### src/rtl/bram_arb_pkg.sv
// rtl/bram_arb_pkg.sv - shared widths, requester ids and read-tag type for the BRAM port arbiter
package bram_arb_pkg;

    localparam int ADDR_W_DEF = 10;
    localparam int DATA_W_DEF = 32;

    typedef logic req_id_t;

    localparam req_id_t REQ_CAPTURE = 1'b0;
    localparam req_id_t REQ_READOUT = 1'b1;

    // Tag carried alongside each BRAM access so read data finds its way home.
    typedef struct packed {
        logic    valid;
        req_id_t id;
    } rd_tag_t;

    function automatic rd_tag_t make_tag(input logic valid, input req_id_t id);
        rd_tag_t t;
        t.valid = valid;
        t.id    = id;
        return t;
    endfunction

endpackage

### src/rtl/sync_2ff.sv
// rtl/sync_2ff.sv - generic two-flop single-bit synchroniser
//
// Ports:
//   clk   destination clock
//   rst_n asynchronous active-low reset, forces both flops to RESET_VAL
//   d     asynchronous input
//   q     synchronised output, two destination edges behind d
module sync_2ff #(
    parameter logic RESET_VAL = 1'b0
) (
    input  logic clk,
    input  logic rst_n,
    input  logic d,
    output logic q
);

    logic meta;

    always_ff @(posedge clk or negedge rst_n) begin
        if (!rst_n) begin
            meta <= RESET_VAL;
            q    <= RESET_VAL;
        end else begin
            meta <= d;
            q    <= meta;
        end
    end

endmodule

### src/rtl/bram_port_arbiter.sv
// rtl/bram_port_arbiter.sv - round-robin two-requester arbiter for a single BRAM port
//
// Ports:
//   clk_100mhz, reset      clock and asynchronous active-low reset
//   locked                 MMCM lock (asynchronous); no grants until synchronised high
//   reqN_valid/ready       request handshake, N = 0 capture (writes), 1 readout
//   reqN_we/addr/wdata     request payload, held stable while valid & !ready
//   rspN_valid/rdata       one-cycle read response to the issuing requester
//   mem_en/we/addr/wdata   registered BRAM command, mem_rdata BRAM read data
//   busy                   command on the port or any read still in flight
module bram_port_arbiter
    import bram_arb_pkg::*;
#(
    parameter int ADDR_W = ADDR_W_DEF,
    parameter int DATA_W = DATA_W_DEF,
    parameter int RD_LAT = 2
) (
    input  logic              clk_100mhz,
    input  logic              reset,
    input  logic              locked,
    input  logic              req0_valid,
    output logic              req0_ready,
    input  logic              req0_we,
    input  logic [ADDR_W-1:0] req0_addr,
    input  logic [DATA_W-1:0] req0_wdata,
    input  logic              req1_valid,
    output logic              req1_ready,
    input  logic              req1_we,
    input  logic [ADDR_W-1:0] req1_addr,
    input  logic [DATA_W-1:0] req1_wdata,
    output logic              rsp0_valid,
    output logic [DATA_W-1:0] rsp0_rdata,
    output logic              rsp1_valid,
    output logic [DATA_W-1:0] rsp1_rdata,
    output logic              mem_en,
    output logic              mem_we,
    output logic [ADDR_W-1:0] mem_addr,
    output logic [DATA_W-1:0] mem_wdata,
    input  logic [DATA_W-1:0] mem_rdata,
    output logic              busy
);

    logic    lock_s;
    req_id_t ptr;           // requester favoured when both are valid
    logic    grant0;
    logic    grant1;
    rd_tag_t issue_tag;     // tag for the command currently on mem_*
    rd_tag_t pipe [0:RD_LAT];
    rd_tag_t emerge;

    sync_2ff #(.RESET_VAL(1'b0)) u_lock_sync (
        .clk   (clk_100mhz),
        .rst_n (reset),
        .d     (locked),
        .q     (lock_s)
    );

    always_comb begin
        grant0 = lock_s & req0_valid & (~req1_valid | (ptr == REQ_CAPTURE));
        grant1 = lock_s & req1_valid & (~req0_valid | (ptr == REQ_READOUT));
    end

    assign req0_ready = grant0;
    assign req1_ready = grant1;

    always_ff @(posedge clk_100mhz or negedge reset) begin
        if (!reset) begin
            ptr <= REQ_CAPTURE;
        end else if (grant0) begin
            ptr <= REQ_READOUT;
        end else if (grant1) begin
            ptr <= REQ_CAPTURE;
        end
    end

    // Issue register: one-cycle command per grant; address/data hold otherwise.
    always_ff @(posedge clk_100mhz or negedge reset) begin
        if (!reset) begin
            mem_en    <= 1'b0;
            mem_we    <= 1'b0;
            mem_addr  <= '0;
            mem_wdata <= '0;
            issue_tag <= '0;
        end else begin
            mem_en <= grant0 | grant1;
            if (grant0) begin
                mem_we    <= req0_we;
                mem_addr  <= req0_addr;
                mem_wdata <= req0_wdata;
                issue_tag <= make_tag(~req0_we, REQ_CAPTURE);
            end else if (grant1) begin
                mem_we    <= req1_we;
                mem_addr  <= req1_addr;
                mem_wdata <= req1_wdata;
                issue_tag <= make_tag(~req1_we, REQ_READOUT);
            end else begin
                mem_we    <= 1'b0;
                issue_tag <= '0;
            end
        end
    end

    // The BRAM samples the command one edge after issue and presents data
    // RD_LAT edges later, so the tag needs RD_LAT+1 stages behind the issue
    // register to line up with the edge that captures mem_rdata.
    always_ff @(posedge clk_100mhz or negedge reset) begin
        if (!reset) begin
            for (int i = 0; i <= RD_LAT; i++) begin
                pipe[i] <= '0;
            end
        end else begin
            pipe[0] <= issue_tag;
            for (int i = 1; i <= RD_LAT; i++) begin
                pipe[i] <= pipe[i-1];
            end
        end
    end

    assign emerge = pipe[RD_LAT];

    always_ff @(posedge clk_100mhz or negedge reset) begin
        if (!reset) begin
            rsp0_valid <= 1'b0;
            rsp0_rdata <= '0;
            rsp1_valid <= 1'b0;
            rsp1_rdata <= '0;
        end else begin
            rsp0_valid <= emerge.valid & (emerge.id == REQ_CAPTURE);
            rsp1_valid <= emerge.valid & (emerge.id == REQ_READOUT);
            if (emerge.valid && emerge.id == REQ_CAPTURE) begin
                rsp0_rdata <= mem_rdata;
            end
            if (emerge.valid && emerge.id == REQ_READOUT) begin
                rsp1_rdata <= mem_rdata;
            end
        end
    end

    always_comb begin
        busy = mem_en;
        for (int i = 0; i <= RD_LAT; i++) begin
            busy = busy | pipe[i].valid;
        end
    end

endmodule

### config.mk
export PLATFORM = sky130hd
export DESIGN_NAME = bram_port_arbiter
export DESIGN_NICKNAME = d
export VERILOG_FILES = /design/src/rtl/bram_arb_pkg.sv /design/src/rtl/sync_2ff.sv /design/src/rtl/bram_port_arbiter.sv
export SDC_FILE = /design/constraint.sdc
export NUM_CORES = 1
export LEC_CHECK = 0
export ABC_AREA = 1
export CAP_MARGIN = 20
export CORE_MARGIN = 3
export CORE_UTILIZATION = 31
export CTS_CLUSTER_SIZE = 14
export DETAILED_ROUTE_END_ITERATION = 8
export HOLD_SLACK_MARGIN = 0.02
export PLACE_DENSITY = 0.65
export RECOVER_POWER = 100
export SKIP_LAST_GASP = 1
export SYNTH_ARGS = -nofsm -noshare
export SYNTH_HDL_FRONTEND = slang
export SYNTH_SLANG_ARGS = --single-unit
### constraint.sdc
create_clock -name clk_100mhz -period 1.1 [get_ports clk_100mhz]
set_input_delay 0.22 -clock clk_100mhz [delete_from_list [all_inputs] [get_ports clk_100mhz]]
set_output_delay 0.22 -clock clk_100mhz [all_outputs]
set_load 0.01 [all_outputs]
# Word level (Yosys, flattened, before mapping)
# Index checks and enable logic that the tools add are counted.
# totals
ff_bits	121
inputBits	123
output_inout_bits	113
# op_classes
mux	10
bitwise_logic	18
n_reduce_logical	3
# ops
operator	count
32-bit two-way mux	2
10-bit two-way mux	2
1-bit AND	6
1-bit inverter	6
1-bit bitwise OR	6
1-bit two-way mux	4
2-bit two-way mux	2
1-bit logical AND	2
2-bit nonzero test	1

# Longest topological paths before layout
# logic_depth
depth_word	5
mapped_depth	8
depth_no_buf	7

# Modules after synthesis
# Synthesis repeated with hierarchy kept, for this count alone.
# unflattened
cells_unflattened	636
area_unflattened_um2	5330.1
# modules_own_cells
mod	instances	cells_per_inst	area_each_um2	seq_area_each_um2
bram_port_arbiter	1	634	5280.1	2977.9
sync_2ff	1	2	50.0	50.0

# Worst setup path before layout
# No wires, ideal clock.
# synth_timing
kind	register to output
startpoint	register ptr
endpoint	output port req0_ready
arrival_time_ns	0.883
path_slack_ns	-0.003
stages_incl_launch_ff	5
path_buffers	1
cell_sequence	dfrtp_1 > nand2_1 > nand2_4 > buf_6 > inv_1
# synth_between
elab_chain_len	3
# synth_rtl
item	line	text
start, declared	bram_port_arbiter.sv:44	req_id_t ptr;
start signal, assigned	bram_port_arbiter.sv:68	ptr <= REQ_CAPTURE;
start signal, assigned	bram_port_arbiter.sv:70	ptr <= REQ_READOUT;
start signal, assigned	bram_port_arbiter.sv:72	ptr <= REQ_CAPTURE;
1-bit inverter	bram_port_arbiter.sv:59	grant0 = lock_s & req0_valid & (~req1_valid | (ptr == REQ_CAPTURE));
1-bit bitwise OR	bram_port_arbiter.sv:59	
1-bit AND	bram_port_arbiter.sv:59	
end, declared	bram_port_arbiter.sv:22	output logic req0_ready,
# No other way between the ends.

# Worst setup path in the final report
# layout_timing
startpoint	register u_lock_sync.q
endpoint	output port req0_ready
# layout_between
elab_chain_len	2
# layout_rtl
item	line	text
start, declared	sync_2ff.sv:14	output logic q
start signal, assigned	sync_2ff.sv:25	q <= meta;
1-bit AND (2 in series)	bram_port_arbiter.sv:59	
# No other way between the ends.

==> metrics.txt <==
CTS root buf clkbuf_16; Initial DRC Count 203; final worst setup slack -0.309 ns; area share of the largest cell type after synthesis 0.588; Compound-Gate Fraction of Synth Area 0.0819; Post-DRT Antenna Nets 0; Arrival @ worst endpoint 1.19 ns; Mapped Cells 594; Hold Vio Cnt, Final 0; vias in the first global route 5215; Starting Density 0.321; Peak Freq 0.710 GHz; Yosys cell types 16; CTS Buffer Depth 2; Seq/Total Area, Yosys 0.588; R2R Path Start u_lock_sync.q; ys async rst share 1.00; top area cells in the synthesized netlist dfrtp_1 59%, nand2_1 21%, nand3_1 4.1%; worst-path fanout max 3; cts bufs inserted 17; #FFs+latches synth 121; initial antenna violation count 0; Reg clk slew, reported paths 0.05 ns; # clock sinks 121; nature of the critical path startpoint register; fraction of layout cells with a size suffix above 1 0.508; Filler cells 1185; final worst path period share 1.28; TritonCTS clock tree done; Total Wirelength 20.8 mm; WL met3 1.82 mm; Leakage Power 5.37 nW; largest net degree at the start of global routing 36; Worst Path Required 0.88 ns; dpl ws -0.628 ns; critical path endpoint category output pin; RSZ-0062 raised after global routing true; # setup viols final 220; count leader, synth nand2_1; GRT overflow 0; wire length of the first global-routing pass 28.2 mm; simple-gate area share of the yosys netlist 0.254; XOR/XNOR Fraction of Synth Area 0; Final #Nets 1081; # port buffers 235; Rel. slew slack 0.693; Overall Global Routing Usage 0.202; Cell Count Post-Placement 1042; H-tree depth 4; outcome finished, violations left; number of top-level design ports 236; Crit Path Category reg2out; Wirelength per Cell 17.6 µm; DP HPWL 11.0 mm; Setup Skew 0.00644 ns; CP cell instances nand2_1 -> inv_2 -> nand2_4 -> inv_2 -> buf_6; synthesized area per cell 8.67 µm²; area of the core 16100 µm²; area grow syn2layout 105%; failing checks negative setup slack; top sig layer met4; drt drc 0; num rows 46; Post-synth EDFFs 0; Power Density 1710 nW/µm²; main combinational cell family by area after synthesis simple AND/OR/NAND/NOR gates; synth cell count leaders 283 x nand2_1, 121 x dfrtp_1, 42 x nand3_1, 40 x inv_1, 34 x o21ai_0; Slew @ Worst Pin 0.460 ns; peak supply drop 1.13 mV; vias 5506; RD Place Congestion 0.781; met1 wire length 7.83 mm; total negative slack -21.94 ns; DRT Pass-1 Iters 4; vias per inst 4.65; post-synthesis mux area share 0; met2 wire len 10.7 mm; Layout Cells excl Fill 1185; die footprint 18200 µm²; ant diodes 0; Post-Syn Area 5150 µm²; Hold Path Class in2async; die width 135 µm; Period minus WS final 1.41 ns; Yosys top cell by area dfrtp_1; max-cap violation count 0; Slowest cell on crit path dfrtp_1; Adder-Cell Fraction of Synth Area 0; syn nets 717; crit-path max cell delay 0.38 ns; YS warnings 0; Die Y 135 µm; Main synth FF type dfrtp_1; Setup crit start u_lock_sync.q; Clock Latency Late Sink 0.41 ns; Max Slew Vio Count 0; most used cell, CP inv_2
-- worst max-delay path: cells and delay by family, from the launching register on --
| family | cells | cell delay, ns |
|---|---|---|
| DFF | 1 | 0.38 |
| buffers and inverters | 3 | 0.23 |
| and+or+nand+nor | 2 | 0.17 |
-- path summary, 6_finish.rpt --
kind,end,slack [ns],cells past startpoint
min in group clk_100mhz,pipe[2],0.34,0
worst min register to register,pipe[2],0.34,0
worst max-delay path,req0_ready,-0.31,5
worst max register to register,mem_wdata[1],-0.29,9
worst min-delay path,rsp0_rdata[28],0.29,2
max in group asynchronous,mem_wdata[30],0.14,3
-- layer usage --
metal / vias to the layer above / global-route usage
li1: 2587 / -
met1: 2630 / 0.243
met2: 251 / 0.342
met3: 38 / 0.0641
met4: 0 / 0.0713
met5: - / 0
-- logic make-up after synthesis --
| group | count (synthesis) |
|---|---|
| AND/OR/NAND/NOR | 329 |
| flip-flops | 121 |
| AO/OA/AOI/OAI | 67 |
| buffers and inverters | 77 |
-- state kept, by name (all words and copies together) (netlist names) --
signal,count
mem_we,1
rsp0_rdata,32
mem_addr,10
rsp1_valid,1
pipe,4
ptr,1
u_lock_sync.q,1
rsp0_valid,1
u_lock_sync.meta,1
mem_en,1
rsp1_rdata,32
emerge,2
issue_tag,2
mem_wdata,32
-- cell usage in the layout, fill, tap and decap left out, types with 26 or more instances in the layout --
| master | Yosys | final |
|---|---|---|
| o21ai_2 | 23 | 46 |
| buf_6 | 10 | 78 |
| clkdlybuf4s50_1 | 0 | 120 |
| dfrtp_1 | 121 | 121 |
| nand2_2 | 0 | 76 |
| nand2_4 | 1 | 58 |
| inv_1 | 40 | 36 |
| nand2_1 | 283 | 149 |
| buf_2 | 19 | 48 |
| nand3_1 | 42 | 26 |
| buf_4 | 1 | 80 |
-- per-stage QoR --
stage,hold WS (ns),utilization,power [mW],instance area (µm²)
after floorplan,-0.0756,-,7.48,5150
after global placement,0.118,0.489,10.2,7860
after detailed placement,0.116,0.489,10.3,7860
after CTS,0.218,0.591,16.6,9500
after global routing,0.321,0.658,18.9,10600
final,0.293,0.658,18.1,10600
-- timing repair --
action | 4_1_cts | 5_1_grt
pin swaps | 66 | 35
hold buffers | 1 | 0
buffers inserted | 50 | 43
gates cloned | 21 | 9
hold endpoints to repair | 121 | 0
gates resized for setup | 627 | 238
setup endpoints to repair | 189 | 224
-- where the power goes --
group	switching [mW]	internal [mW]	total (mW)
registers	0.657	5.35	6.01
clock network	1.96	3.70	5.66
logic	2.83	3.57	6.40
-- layout make-up --
cell class,count,area [µm²],share of cell area
clock inverter,8,120,0.0114
sequential,121,3030,0.286
inverter,43,174,0.0165
timing repair buffer,376,3920,0.370
multi-input combinational,398,2570,0.243
tap,216,270,0.0256
timing repair inverter,1,16.3,0.00154
clock buffer,22,474,0.0449
(Power assumes the default switching activity.)
